File: src/rtl/shift_rows_stream_if.sv
`default_nettype none
// ============================================================================
// Module      : shift_rows_stream_if
// Description : Valid/ready stream bundle for the ShiftRows/InvShiftRows stage.
// Revision    : 1.0 - initial release
// ============================================================================
interface shift_rows_stream_if #(
    parameter int NB    = 4,
    parameter int DEPTH = 2
);
    localparam int LW = $clog2(DEPTH + 1);

    logic              in_valid;
    logic              in_ready;
    logic              in_inv;
    logic [0:32*NB-1]  in_data;
    logic              out_valid;
    logic              out_ready;
    logic [0:32*NB-1]  out_data;
    logic              out_inv;
    logic [LW-1:0]     level;

    modport master (
        output in_valid, in_inv, in_data, out_ready,
        input  in_ready, out_valid, out_data, out_inv, level
    );

    modport slave (
        input  in_valid, in_inv, in_data, out_ready,
        output in_ready, out_valid, out_data, out_inv, level
    );
endinterface
`default_nettype wire

File: src/rtl/shift_rows_stream.sv
`default_nettype none
// ============================================================================
// Module      : shift_rows_stream
// Description : Registered ShiftRows/InvShiftRows stage (NB = 4/6/8) with a
//               small output FIFO and valid/ready handshakes on both sides.
// Revision    : 1.0 - initial release
// ============================================================================
module shift_rows_stream #(
    parameter int NB    = 4,
    parameter int DEPTH = 2
) (
    input  wire logic               clk,
    input  wire logic               rst,
    shift_rows_stream_if.slave      bus
);
    localparam int W  = 32 * NB;
    localparam int PW = (DEPTH > 1) ? $clog2(DEPTH) : 1;
    localparam int LW = $clog2(DEPTH + 1);
    localparam logic [LW-1:0] DEPTH_LVL = LW'(DEPTH);

    if (!(NB == 4 || NB == 6 || NB == 8)) begin : g_bad_nb
        $error("shift_rows_stream: NB must be 4, 6 or 8");
    end
    if (DEPTH < 2 || ((DEPTH & (DEPTH - 1)) != 0)) begin : g_bad_depth
        $error("shift_rows_stream: DEPTH must be a power of two >= 2");
    end

    // Rijndael row offsets; only the 8-column block shifts rows 2/3 by one extra.
    function automatic int row_shift(input int r);
        if (NB == 8 && r >= 2) return r + 1;
        return r;
    endfunction

    logic [0:W-1] w_perm_fwd;
    logic [0:W-1] w_perm_inv;
    logic [0:W-1] w_perm;

    for (genvar c = 0; c < NB; c++) begin : g_col
        for (genvar r = 0; r < 4; r++) begin : g_row
            localparam int S   = row_shift(r);
            localparam int FWD = 4 * ((c + S) % NB) + r;
            localparam int INV = 4 * ((c - S + NB) % NB) + r;
            assign w_perm_fwd[8*(4*c+r) +: 8] = bus.in_data[8*FWD +: 8];
            assign w_perm_inv[8*(4*c+r) +: 8] = bus.in_data[8*INV +: 8];
        end
    end

    assign w_perm = bus.in_inv ? w_perm_inv : w_perm_fwd;

    logic [0:W-1]     mem_q [DEPTH];
    logic [0:W-1]     mem_d [DEPTH];
    logic [DEPTH-1:0] inv_q, inv_d;
    logic [PW-1:0]    wr_ptr_q, wr_ptr_d;
    logic [PW-1:0]    rd_ptr_q, rd_ptr_d;
    logic [LW-1:0]    level_q, level_d;
    logic             rst_q;

    logic w_in_ready;
    logic w_out_valid;
    logic w_push;
    logic w_pop;

    // in_ready looks only at registered state so no ready path runs through the stage.
    assign w_in_ready  = (level_q < DEPTH_LVL) & ~rst_q;
    assign w_out_valid = (level_q != '0);
    assign w_push      = bus.in_valid & w_in_ready;
    assign w_pop       = w_out_valid & bus.out_ready;

    always_comb begin
        mem_d    = mem_q;
        inv_d    = inv_q;
        wr_ptr_d = wr_ptr_q;
        rd_ptr_d = rd_ptr_q;
        level_d  = level_q;
        if (w_push) begin
            mem_d[wr_ptr_q] = w_perm;
            inv_d[wr_ptr_q] = bus.in_inv;
            wr_ptr_d        = wr_ptr_q + PW'(1);
        end
        if (w_pop) begin
            rd_ptr_d = rd_ptr_q + PW'(1);
        end
        if (w_push && !w_pop) begin
            level_d = level_q + LW'(1);
        end else if (!w_push && w_pop) begin
            level_d = level_q - LW'(1);
        end
    end

    always_ff @(posedge clk) begin
        rst_q <= rst;
        if (rst) begin
            for (int i = 0; i < DEPTH; i++) begin
                mem_q[i] <= '0;
            end
            inv_q    <= '0;
            wr_ptr_q <= '0;
            rd_ptr_q <= '0;
            level_q  <= '0;
        end else begin
            mem_q    <= mem_d;
            inv_q    <= inv_d;
            wr_ptr_q <= wr_ptr_d;
            rd_ptr_q <= rd_ptr_d;
            level_q  <= level_d;
        end
    end

    assign bus.in_ready  = w_in_ready;
    assign bus.out_valid = w_out_valid;
    assign bus.out_data  = mem_q[rd_ptr_q];
    assign bus.out_inv   = inv_q[rd_ptr_q];
    assign bus.level     = level_q;
endmodule
`default_nettype wire

File: src/flat_wrapper.sv
// flat-port wrapper written by rule: the top's interface ports become plain ports
module shift_rows_stream_flat 
#(
    parameter int NB    = 4,
    parameter int DEPTH = 2
)
  (clk, rst, bus_in_valid, bus_in_inv, bus_in_data, bus_out_ready, bus_in_ready, bus_out_valid, bus_out_data, bus_out_inv, bus_level);
  shift_rows_stream_if #(.NB(NB), .DEPTH(DEPTH)) bus_i ();
  input  wire logic clk;
  input  wire logic rst;
  input wire logic [$bits(bus_i.in_valid)-1:0] bus_in_valid;
  input wire logic [$bits(bus_i.in_inv)-1:0] bus_in_inv;
  input wire logic [$bits(bus_i.in_data)-1:0] bus_in_data;
  input wire logic [$bits(bus_i.out_ready)-1:0] bus_out_ready;
  output wire logic [$bits(bus_i.in_ready)-1:0] bus_in_ready;
  output wire logic [$bits(bus_i.out_valid)-1:0] bus_out_valid;
  output wire logic [$bits(bus_i.out_data)-1:0] bus_out_data;
  output wire logic [$bits(bus_i.out_inv)-1:0] bus_out_inv;
  output wire logic [$bits(bus_i.level)-1:0] bus_level;
  assign bus_i.in_valid = bus_in_valid;
  assign bus_i.in_inv = bus_in_inv;
  assign bus_i.in_data = bus_in_data;
  assign bus_i.out_ready = bus_out_ready;
  assign bus_in_ready = bus_i.in_ready;
  assign bus_out_valid = bus_i.out_valid;
  assign bus_out_data = bus_i.out_data;
  assign bus_out_inv = bus_i.out_inv;
  assign bus_level = bus_i.level;
  shift_rows_stream #(.NB(NB), .DEPTH(DEPTH)) u_core (.clk(clk), .rst(rst), .bus(bus_i));
endmodule
File: config.mk
export PLATFORM = sky130hd
export DESIGN_NAME = shift_rows_stream_flat
export DESIGN_NICKNAME = d
export VERILOG_FILES = /design/src/rtl/shift_rows_stream_if.sv /design/src/rtl/shift_rows_stream.sv /design/src/flat_wrapper.sv
export SDC_FILE = /design/constraint.sdc
export NUM_CORES = 1
export LEC_CHECK = 0
export CAP_MARGIN = 10
export CORE_MARGIN = 2
export CORE_UTILIZATION = 45
export DETAILED_ROUTE_END_ITERATION = 12
export PLACE_DENSITY = 0.83
export SLEW_MARGIN = 20
export SYNTH_ARGS = -nofsm -noshare
export SYNTH_HDL_FRONTEND = slang
export SYNTH_SLANG_ARGS = --single-unit
File: constraint.sdc
create_clock -name clk -period 1.7 [get_ports clk]
set_clock_uncertainty 0.05 [all_clocks]
set_input_delay 0.425 -clock clk [delete_from_list [all_inputs] [get_ports clk]]
set_output_delay 0.425 -clock clk [all_outputs]
set_load 0.05 [all_outputs]
==> metrics.txt <==
DRC viols=0; failing checks=negative setup slack; relative slew slack=0.583; clk slew on worst S/H paths=60 ps; Die W=161 µm; diode count=0; TritonRoute pass-1 iters=6; PwrDens=1330 nW/µm²; leak pwr=7.24 nW; DRT iter0 DRCs=888; largest net degree at the start of global routing=53; drt total wl=41500 µm; H-tree lvl count=1; yosys warns=0; Switching Fraction=0.348; Mean Syn Cell Area=9.05 µm²; PortBufs=265; CTS Sinks=263; Max Clk Rate=between 400 and 500 MHz; WP data arrival=~1900 ps; final core utilization=0.760; adder-cell share of the synthesized area=0.00112; GP Congestion=0.776; antenna-violating nets left=0; initial antenna violation count=0; drt wl/cell=21.7 µm; sequential share of power=0.293; CTS buffer count=28; Final Slew Violations=0; clk buf depth=3; CP bufs+invs=2; Setup crit start kind=flip-flop; crit path kind=reg -> out; post-synthesis net count=1364; mux contribution to synthesized area=0.188; Final HPWL DP=20900 µm; status=complete, but fails checks; maxcap violations=0; Initial Util=0.458; Worst-Margin Slew=608 ps; Compound-Gate Fraction of Synth Area=0.146; Hold Crit Class=in -> reg; Row Count=57; setup_tns=-77400 ps; setup ws final=-629 ps; Mapped Cells=1230; commonest non-fill, non-tap cell in the layout=dfxtp_1; clock share of power=0.280; ys async rst share=0; CTS tree=built; most frequent cells in the layout=dfxtp_1, nand2_1, clkdlybuf4s50_1, a21oi_1, nor2_1; critical path required time=1220 ps; Worst path top cell family by delay=flip-flops; vias in the first global route=9926; Ports=266; core area=approximately 24000 µm²; worst skew pair latency=550 ps; top_reg_cell synth=dfxtp_1; Final nets=1702; final hold violations=0; Comb power frac=0.427; Worst VDD drop=just over 0.001 V; Root Buffer=clkbuf_16; xor-xnor portion of the synthesized cell area=0.00315; P_int=16.0 mW; Synth cell types=23; Worst Path Max Fanout=39; hold-fix buffers at CTS=0; mapped cell area=11100 µm²; height of the die=~160 µm; number of synthesized flops with an enable pin=0; flops & latches, synth=263; Finish-stage setup viols=218; Via density=5.70; Via Count=between 10000 and 15000; simple-gate share of the synthesized area=0.139; crit end category=output pin; global-route wire length before repair=51900 µm; sequential element share of the synthesized area=0.473; gr usage total=0.242; period utilisation layout=1.37; synthesis-to-finish area growth=66.0%; minimum clock period=2330 ps; DP Worst Slack=-522 ps; fill count=1414; CP Cell Sequence=buf_16 -> mux2_2 -> buf_4; Switching Power=approximately 8.6 mW; slowest stage cell, crit path=dfxtp_4; Die ar.=between 20000 and 30000 µm²; largest family of logic cells by synthesized area=multiplexers; layout cells sized above 1=0.381; global route total overflow=0; unrepaired setup endpoints after global routing=yes; crit-path max cell delay=between 400 and 500 ps
sequential cells by signal (all words and copies together) (netlist names):
name,cells
u_core.bus.level,2
u_core.inv_q,2
u_core.mem_q,256
u_core.rd_ptr_q,1
u_core.rst_q,1
u_core.wr_ptr_q,1
through the flow:
stage | cell area [µm²] | hold WS [ps] | instances | total power [mW]
after floorplan | 11100 | 383 | 1230 | 11.9
after global placement | 14200 | 388 | 1778 | 14.3
after detailed placement | 14200 | 393 | 1778 | 14.4
after CTS | 16100 | 202 | 1847 | 22.4
after global routing | 18500 | 251 | 1914 | 25.3
final | 18500 | 253 | 1914 | 24.6
kinds of logic (layout without fill, tap and decap cells):
| kind of cell | count (synthesis) | count (layout) |
|---|---|---|
| adders and majority gates | 1 | 1 |
| DFF | 263 | 263 |
| AOI/OAI and AO/OA | 261 | 261 |
| muxes | 193 | 193 |
| xor gates and xnor gates | 4 | 4 |
| and+or+nand+nor | 399 | 399 |
| buffers and inverters | 109 | 469 |
power groups by stage:
stage | Clock (mW) | Combinational [mW] | Sequential, mW
finish | 6.89 | 10.5 | 7.20
global route | 7.19 | 10.9 | 7.25
CTS | 6.90 | 8.35 | 7.12
detailed placement | 0 | 7.14 | 7.25
global placement | 0 | 7.05 | 7.21
floorplan | 0 | 4.69 | 7.20
per-layer routing:
layer | GRT usage | part of all wire | routed length, µm | vias up
met1 | 0.302 | 0.38 | 15700 | 5296
met5 | 0 | 0 | 0 | -
met3 | 0.0565 | 0.079 | 3290 | 129
met4 | 0.0580 | 0.038 | 1590 | 0
li1 | - | - | - | 4944
met2 | 0.425 | 0.50 | 20900 | 543
synthesized netlist by cell type, types with 2 or more instances:
master	instances	share of area
dfxtp_1	263	0.47
nand2_1	260	0.088
nor2_1	132	0.045
a21oi_1	131	0.059
mux2_2	129	0.13
a211oi_1	128	0.086
mux2i_1	64	0.058
buf_2	50	0.022
clkbuf_1	37	0.012
buf_4	11	0.0074
buf_1	6	0.0020
buf_6	5	0.0051
xor2_1	3	0.0024
o21ai_0	2	0.00090
worst reg2reg max path, stage by stage, from the launching register on:
cell and delay (ps):
dfxtp_4 360, buf_6 130, nor4b_4 260, buf_6 200, buf_12 110, clkbuf_16 150
buf_12 120, nor2_1 60, a211oi_1 290
worst paths after layout:
kind	from	to	slack [ps]	depth (start not counted)
setup / recovery	u_core.rd_ptr_q	bus_out_data[56]	-630	3
hold / removal	rst	u_core.mem_q[235]	250	2
setup reg to reg	u_core.rst_q	u_core.mem_q[179]	-170	8
hold reg to reg	u_core.mem_q[40]	u_core.mem_q[40]	400	2
area by class of cell:
type,instances,area (µm²),area share
repair buffers,417,5460,0.296
flip-flops and latches,263,5280,0.286
clock buffers,36,801,0.0433
well taps,324,405,0.0219
clock inverters,16,251,0.0136
multi-input cells,858,6280,0.340
repair_timing:
item	CTS	global route
buffers inserted	10	31
pin swaps	7	100
resized for setup	135	333
endpoints found under the setup margin	200	315
cloned	7	37
(Power assumes the default switching activity.)
